[src/rtl/median3x3_word_engine.sv]
`default_nettype none
// ============================================================================
// Module  : median3x3_word_engine
// Brief   : Exact 3x3 median over 8-pixel row words; output runs one word behind
//           input. Optional macro MEDIAN_BYPASS_EN adds a per-word row1 bypass.
// Revision: 1.0
// ============================================================================
module median3x3_word_engine #(
  parameter int PW  = 8,
  parameter int PPW = 8
) (
  input  logic              pclk,
  input  logic              prst,
  input  logic              in_valid,
  output logic              in_ready,
  input  logic [PW*PPW-1:0] row0,
  input  logic [PW*PPW-1:0] row1,
  input  logic [PW*PPW-1:0] row2,
  input  logic              line_start,
  input  logic              line_end,
  output logic              out_valid,
  input  logic              out_ready,
  output logic [PW*PPW-1:0] result,
  output logic              out_last
`ifdef MEDIAN_BYPASS_EN
  ,
  input  logic              bypass
`endif
);
  localparam int DW = PW * PPW;
  localparam int NC = PPW + 2;

  typedef logic [PW-1:0] pix_t;
  typedef logic [2:0][PW-1:0] col_t;
  typedef enum logic [1:0] {IDLE = 2'd0, HOLD = 2'd1, FLUSH = 2'd2} state_t;

  function automatic pix_t min2(input pix_t a, input pix_t b);
    return (a < b) ? a : b;
  endfunction

  function automatic pix_t max2(input pix_t a, input pix_t b);
    return (a > b) ? a : b;
  endfunction

  function automatic pix_t med3(input pix_t a, input pix_t b, input pix_t c);
    return max2(min2(a, b), min2(max2(a, b), c));
  endfunction

  function automatic col_t col_of(input logic [DW-1:0] r0, input logic [DW-1:0] r1,
                                  input logic [DW-1:0] r2, input int k);
    col_t c;
    c[0] = r0[k*PW +: PW];
    c[1] = r1[k*PW +: PW];
    c[2] = r2[k*PW +: PW];
    return c;
  endfunction

  state_t          state_q, state_d;
  logic [DW-1:0]   h0_q, h0_d, h1_q, h1_d, h2_q, h2_d;
  col_t            hleft_q, hleft_d;
  logic            issue, issue_last;
  col_t            issue_right;
  logic            adv;
  col_t [NC-1:0]   win;

  logic                  s1_valid_q, s1_valid_d, s1_last_q, s1_last_d;
  logic [NC-1:0][PW-1:0] s1_lo_q, s1_lo_d, s1_mid_q, s1_mid_d, s1_hi_q, s1_hi_d;
  logic                  s2_valid_q, s2_valid_d, s2_last_q, s2_last_d;
  logic [PPW-1:0][PW-1:0] s2_maxlo_q, s2_maxlo_d, s2_medmid_q, s2_medmid_d;
  logic [PPW-1:0][PW-1:0] s2_minhi_q, s2_minhi_d;
  logic                  out_valid_q, out_valid_d, out_last_q, out_last_d;
  logic [DW-1:0]         result_q, result_d;
`ifdef MEDIAN_BYPASS_EN
  logic                  hbyp_q, hbyp_d, s1_byp_q, s1_byp_d, s2_byp_q, s2_byp_d;
  logic [DW-1:0]         s1_ctr_q, s1_ctr_d, s2_ctr_q, s2_ctr_d;
`endif

  assign adv       = ~out_valid_q | out_ready;
  assign out_valid = out_valid_q;
  assign out_last  = out_last_q;
  assign result    = result_q;

  always_comb begin
    state_d     = state_q;
    h0_d        = h0_q;
    h1_d        = h1_q;
    h2_d        = h2_q;
    hleft_d     = hleft_q;
    in_ready    = 1'b0;
    issue       = 1'b0;
    issue_last  = 1'b0;
    issue_right = col_of(h0_q, h1_q, h2_q, PPW-1);
`ifdef MEDIAN_BYPASS_EN
    hbyp_d      = hbyp_q;
`endif
    case (state_q)
      IDLE: begin
        in_ready = adv;
        if (in_valid && adv) begin
          h0_d    = row0;
          h1_d    = row1;
          h2_d    = row2;
          hleft_d = col_of(row0, row1, row2, 0);
`ifdef MEDIAN_BYPASS_EN
          hbyp_d  = bypass;
`endif
          state_d = line_end ? FLUSH : HOLD;
        end
      end
      HOLD: begin
        // A new line_start while a word is held means line_end was lost: flush first.
        if (in_valid && line_start) begin
          state_d = FLUSH;
        end else begin
          in_ready = adv;
          if (in_valid && adv) begin
            issue       = 1'b1;
            issue_right = col_of(row0, row1, row2, 0);
            hleft_d     = col_of(h0_q, h1_q, h2_q, PPW-1);
            h0_d        = row0;
            h1_d        = row1;
            h2_d        = row2;
`ifdef MEDIAN_BYPASS_EN
            hbyp_d      = bypass;
`endif
            state_d     = line_end ? FLUSH : HOLD;
          end
        end
      end
      FLUSH: begin
        if (adv) begin
          issue      = 1'b1;
          issue_last = 1'b1;
          state_d    = IDLE;
        end
      end
      default: state_d = IDLE;
    endcase
    if (prst) in_ready = 1'b0;
  end

  always_comb begin
    win[0]    = hleft_q;
    for (int k = 0; k < PPW; k++) win[k+1] = col_of(h0_q, h1_q, h2_q, k);
    win[NC-1] = issue_right;

    s1_valid_d  = s1_valid_q;
    s1_last_d   = s1_last_q;
    s1_lo_d     = s1_lo_q;
    s1_mid_d    = s1_mid_q;
    s1_hi_d     = s1_hi_q;
    s2_valid_d  = s2_valid_q;
    s2_last_d   = s2_last_q;
    s2_maxlo_d  = s2_maxlo_q;
    s2_medmid_d = s2_medmid_q;
    s2_minhi_d  = s2_minhi_q;
    out_valid_d = out_valid_q;
    out_last_d  = out_last_q;
    result_d    = result_q;
`ifdef MEDIAN_BYPASS_EN
    s1_byp_d    = s1_byp_q;
    s1_ctr_d    = s1_ctr_q;
    s2_byp_d    = s2_byp_q;
    s2_ctr_d    = s2_ctr_q;
`endif
    if (adv) begin
      s1_valid_d = issue;
      s1_last_d  = issue_last;
      for (int c = 0; c < NC; c++) begin
        s1_lo_d[c]  = min2(min2(win[c][0], win[c][1]), win[c][2]);
        s1_mid_d[c] = med3(win[c][0], win[c][1], win[c][2]);
        s1_hi_d[c]  = max2(max2(win[c][0], win[c][1]), win[c][2]);
      end
      s2_valid_d = s1_valid_q;
      s2_last_d  = s1_last_q;
      for (int k = 0; k < PPW; k++) begin
        s2_maxlo_d[k]  = max2(max2(s1_lo_q[k], s1_lo_q[k+1]), s1_lo_q[k+2]);
        s2_medmid_d[k] = med3(s1_mid_q[k], s1_mid_q[k+1], s1_mid_q[k+2]);
        s2_minhi_d[k]  = min2(min2(s1_hi_q[k], s1_hi_q[k+1]), s1_hi_q[k+2]);
      end
      out_valid_d = s2_valid_q;
      out_last_d  = s2_last_q;
      for (int k = 0; k < PPW; k++)
        result_d[k*PW +: PW] = med3(s2_maxlo_q[k], s2_medmid_q[k], s2_minhi_q[k]);
`ifdef MEDIAN_BYPASS_EN
      s1_byp_d = hbyp_q;
      s1_ctr_d = h1_q;
      s2_byp_d = s1_byp_q;
      s2_ctr_d = s1_ctr_q;
      if (s2_byp_q) result_d = s2_ctr_q;
`endif
    end
  end

  always_ff @(posedge pclk) begin
    if (prst) begin
      state_q     <= IDLE;
      h0_q        <= '0;
      h1_q        <= '0;
      h2_q        <= '0;
      hleft_q     <= '0;
      s1_valid_q  <= 1'b0;
      s1_last_q   <= 1'b0;
      s1_lo_q     <= '0;
      s1_mid_q    <= '0;
      s1_hi_q     <= '0;
      s2_valid_q  <= 1'b0;
      s2_last_q   <= 1'b0;
      s2_maxlo_q  <= '0;
      s2_medmid_q <= '0;
      s2_minhi_q  <= '0;
      out_valid_q <= 1'b0;
      out_last_q  <= 1'b0;
      result_q    <= '0;
`ifdef MEDIAN_BYPASS_EN
      hbyp_q      <= 1'b0;
      s1_byp_q    <= 1'b0;
      s1_ctr_q    <= '0;
      s2_byp_q    <= 1'b0;
      s2_ctr_q    <= '0;
`endif
    end else begin
      state_q     <= state_d;
      h0_q        <= h0_d;
      h1_q        <= h1_d;
      h2_q        <= h2_d;
      hleft_q     <= hleft_d;
      s1_valid_q  <= s1_valid_d;
      s1_last_q   <= s1_last_d;
      s1_lo_q     <= s1_lo_d;
      s1_mid_q    <= s1_mid_d;
      s1_hi_q     <= s1_hi_d;
      s2_valid_q  <= s2_valid_d;
      s2_last_q   <= s2_last_d;
      s2_maxlo_q  <= s2_maxlo_d;
      s2_medmid_q <= s2_medmid_d;
      s2_minhi_q  <= s2_minhi_d;
      out_valid_q <= out_valid_d;
      out_last_q  <= out_last_d;
      result_q    <= result_d;
`ifdef MEDIAN_BYPASS_EN
      hbyp_q      <= hbyp_d;
      s1_byp_q    <= s1_byp_d;
      s1_ctr_q    <= s1_ctr_d;
      s2_byp_q    <= s2_byp_d;
      s2_ctr_q    <= s2_ctr_d;
`endif
    end
  end

endmodule
`default_nettype wire

[config.mk]
export PLATFORM = sky130hd
export DESIGN_NAME = median3x3_word_engine
export DESIGN_NICKNAME = d
export VERILOG_FILES = /design/src/rtl/median3x3_word_engine.sv
export SDC_FILE = /design/constraint.sdc
export NUM_CORES = 2
export LEC_CHECK = 0
export BUFFER_PORTS_ARGS = -buffer_cell sky130_fd_sc_hd__buf_2
export CELL_PAD_IN_SITES_DETAIL_PLACEMENT = 1
export CELL_PAD_IN_SITES_GLOBAL_PLACEMENT = 2
export CORE_UTILIZATION = 40
export DETAILED_ROUTE_END_ITERATION = 10
export PLACE_DENSITY_LB_ADDON = 0.12
export SYNTH_ARGS = -nofsm -noshare
export SYNTH_HDL_FRONTEND = slang
export SYNTH_SLANG_ARGS = --single-unit
[constraint.sdc]
create_clock -name pclk -period 20.5 [get_ports pclk]
set_input_delay 2.05 -clock pclk [delete_from_list [all_inputs] [get_ports pclk]]
set_output_delay 2.05 -clock pclk [all_outputs]
set_load 0.01 [all_outputs]
==> results.cfg <==
[clocking]
numCtsBuffers = 90
clk_pin_slew_ns = 0.06
clk_latency_ns = 0.71
clockBufferDepth = 3
post-cts-setup-buffers = 0
htree_levels = 3
postCtsHoldBufs = 0
cts_tree = built
cts_root_buf = clkbuf_16
cts_resized = 0
clock_sinks = 720

[setup_path]
slowest_stage = nand3_1
crit_buf_inv = 2
endpoint_kind = flop
crit_fanout = 19
r2r_slack_ns = 11.65
r2r_end = s1_mid_q[72]$_SDFFE_PP0N_
rr_startpoint = state_q[1]$_SDFFE_PP0P_
start_kind = input port
criticalPathCategory = input port to flop
arrival_ns = 10.22
cp_top_family = compound AO/OA/AOI/OAI gates
reg2reg_depth = 32
crit_path_max_incr_delay_ns = 0.66
worstPathRequired_ns = 21.15
critPathMostFrequentCell = a21o_1

[yosys]
ys_types = 87
syn_inst = 7486
synthTopCellsByArea = dfxtp_1 (24%), ha_1 (19%), mux2i_1 (7.0%)
yosysSeqAreaShare = 0.239
ys_async_sr_fraction = 0
synth.most_common_cell = nand2_1
synth_area_um2 = 60400
ys.flop_type = dfxtp_1
synth_edf_count = 0
yosys-top-cells-count = nand2_1 (958), ha_1 (919), dfxtp_1 (720)
yosys_warnings = 0
synth.net_count = 8603
synth_top_cell_by_area = dfxtp_1
ys_ff_latch = 720
synth_area_per_cell_um2 = 8.07
synth_top_cell_area_share = 0.239

[timing]
hold_viol_final = 0
final_period_minus_worst_setup_slack_ns = 9.57
finalSetupTns_ns = 0
finalCritPeriodShare = 0.467
finalClockSkew_ns = 0.0235
slew_headroom = 0.138
fin_ws_ns = 10.93
finalSetupViolCount = 0
tightest_slew_ns = 1.29
rsz0062_at_grt = false
max_freq_ghz = 0.104
slew_viol_final = 0

[drt]
vias = 57200
ant_nets = 0
wl_per_cell_um = 25.1
wl_met3_mm = 12.4
drt-vias-per-instance = 5.92
highest_layer = met5
firstDrtPassIters = 5
drt-met1-wl_mm = 124
drt-total-wl_mm = 242
drc = 0
first_iter_violations = 3901
met2_length_mm = 101

[global_route]
grt_max_degree = 150
grt_overflow = 0
grt_pass1_wl_mm = 361
grt_pass1_vias = 56600
grtUsageTotal = 0.309
antenna_found_initial = 13

[die]
die_w_um = 391
dieArea_um2 = 153000
die_y_um = 391
start_util = 0.403
pin_count = 265
core-area_um2 = 150000
row_count = 142

[outcome]
status = finished clean

[flow_run]
maxCapViolCount = 0

[layout]
layout-drive-gt1-share = 0.108
synthToLayoutAreaGrowth_pct = 10.2
fin_nets = 8692

[worst_hold_path]
hold_path_class = flop to flop
min_path_cells = 2
hold_path_end = s2_minhi_q[50]$_SDFFE_PP0N_
min_from = s2_minhi_q[50]$_SDFFE_PP0N_

[placed_design]
gp_congestion = 0.963
port_buffers = 264
dp_hpwl_mm = 196
dp_slack_ns = 10.31
==> registers in the layout, summed over array words and instances, names as in the netlist, 2 cells and up <==
name,count
state_q,2
hleft_q,24
h2_q,64
s1_mid_q,80
h1_q,64
s2_medmid_q,64
s1_lo_q,80
s2_minhi_q,64
s2_maxlo_q,64
result,64
h0_q,64
s1_hi_q,80
==> worst min-delay path, stage by stage (launching register included) <==
cell and delay [ns]:
dfxtp_1 0.32, nand2_1 0.05, o21ai_0 0.05
==> worst max path at each step <==
stage                   start                         to  slack, ns  cells after the start
CTS                 out_ready  s1_mid_q[72]$_SDFFE_PP0N_      11.08                     30
finish              out_ready  s1_mid_q[72]$_SDFFE_PP0N_      10.93                     30
global route        out_ready  s1_mid_q[72]$_SDFFE_PP0N_      10.48                     30
floorplan           out_ready  s1_mid_q[72]$_SDFFE_PP0N_      12.30                     31
global placement    out_ready  s1_mid_q[72]$_SDFFE_PP0N_      10.38                     29
detailed placement  out_ready  s1_mid_q[72]$_SDFFE_PP0N_      10.31                     30
==> stage by stage <==
step                cell area, um2   util  hold WS [ns]  instances
floorplan                    60400      -         0.425       7486
global placement             63400  0.423         0.440       9499
detailed placement           63400  0.423         0.444       9499
CTS                          66500  0.444         0.453       9665
global route                 66500  0.444         0.477       9665
finish                       66500  0.444         0.452       9667
==> routing by layer <==
layer | GRT usage | up-vias
li1 | - | 27300
met1 | 0.467 | 28400
met2 | 0.463 | 1275
met3 | 0.0368 | 287
met4 | 0.0669 | 8
met5 | 0 | -
==> cells in the final DEF, fill, tap and decap left out, types with 29 or more instances in the layout <==
cell type	count
o211ai_1	112
nand3_1	117
clkbuf_16	92
nand2b_1	165
o31a_1	31
nand2_1	957
dfxtp_1	720
ha_1	919
o21a_1	170
or3_1	29
mux2i_1	424
a21o_1	212
o21ai_1	77
nor2b_1	101
o21ai_0	617
nand4_1	118
inv_1	570
and2_1	42
a211o_1	45
nor2_1	271
a31oi_1	93
mux2_2	275
nor3_1	63
and3_1	108
a211oi_1	47
buf_2	263
buf_4	40
a21oi_1	566
==> cells by family (layout without fill, tap and decap cells) <==
logic type / count (synthesis) / after routing / share of synthesized area
adder cells (fa/ha/maj): 919 / 919 / 0.190
buffers and inverters: 880 / 1043 / 0.0554
flip-flops: 720 / 720 / 0.239
AO/OA/AOI/OAI: 2222 / 2222 / 0.235
other: 0 / 2 / 0
AND/OR/NAND/NOR: 2045 / 2045 / 0.159
multiplexers: 700 / 700 / 0.122
==> layout make-up <==
type	count	area, um2
diodes	2	5.00
clock buffers	118	2540
clock inverters	48	572
fillers	18000	83300
inverters	572	2150
multi-input cells	5886	42700
flip-flops and latches	720	14400
well taps	2016	2520
repair buffers	305	1650
Power is not shown: default switching activity piles up to over one toggle a cycle in this logic, so the estimate is an artifact.
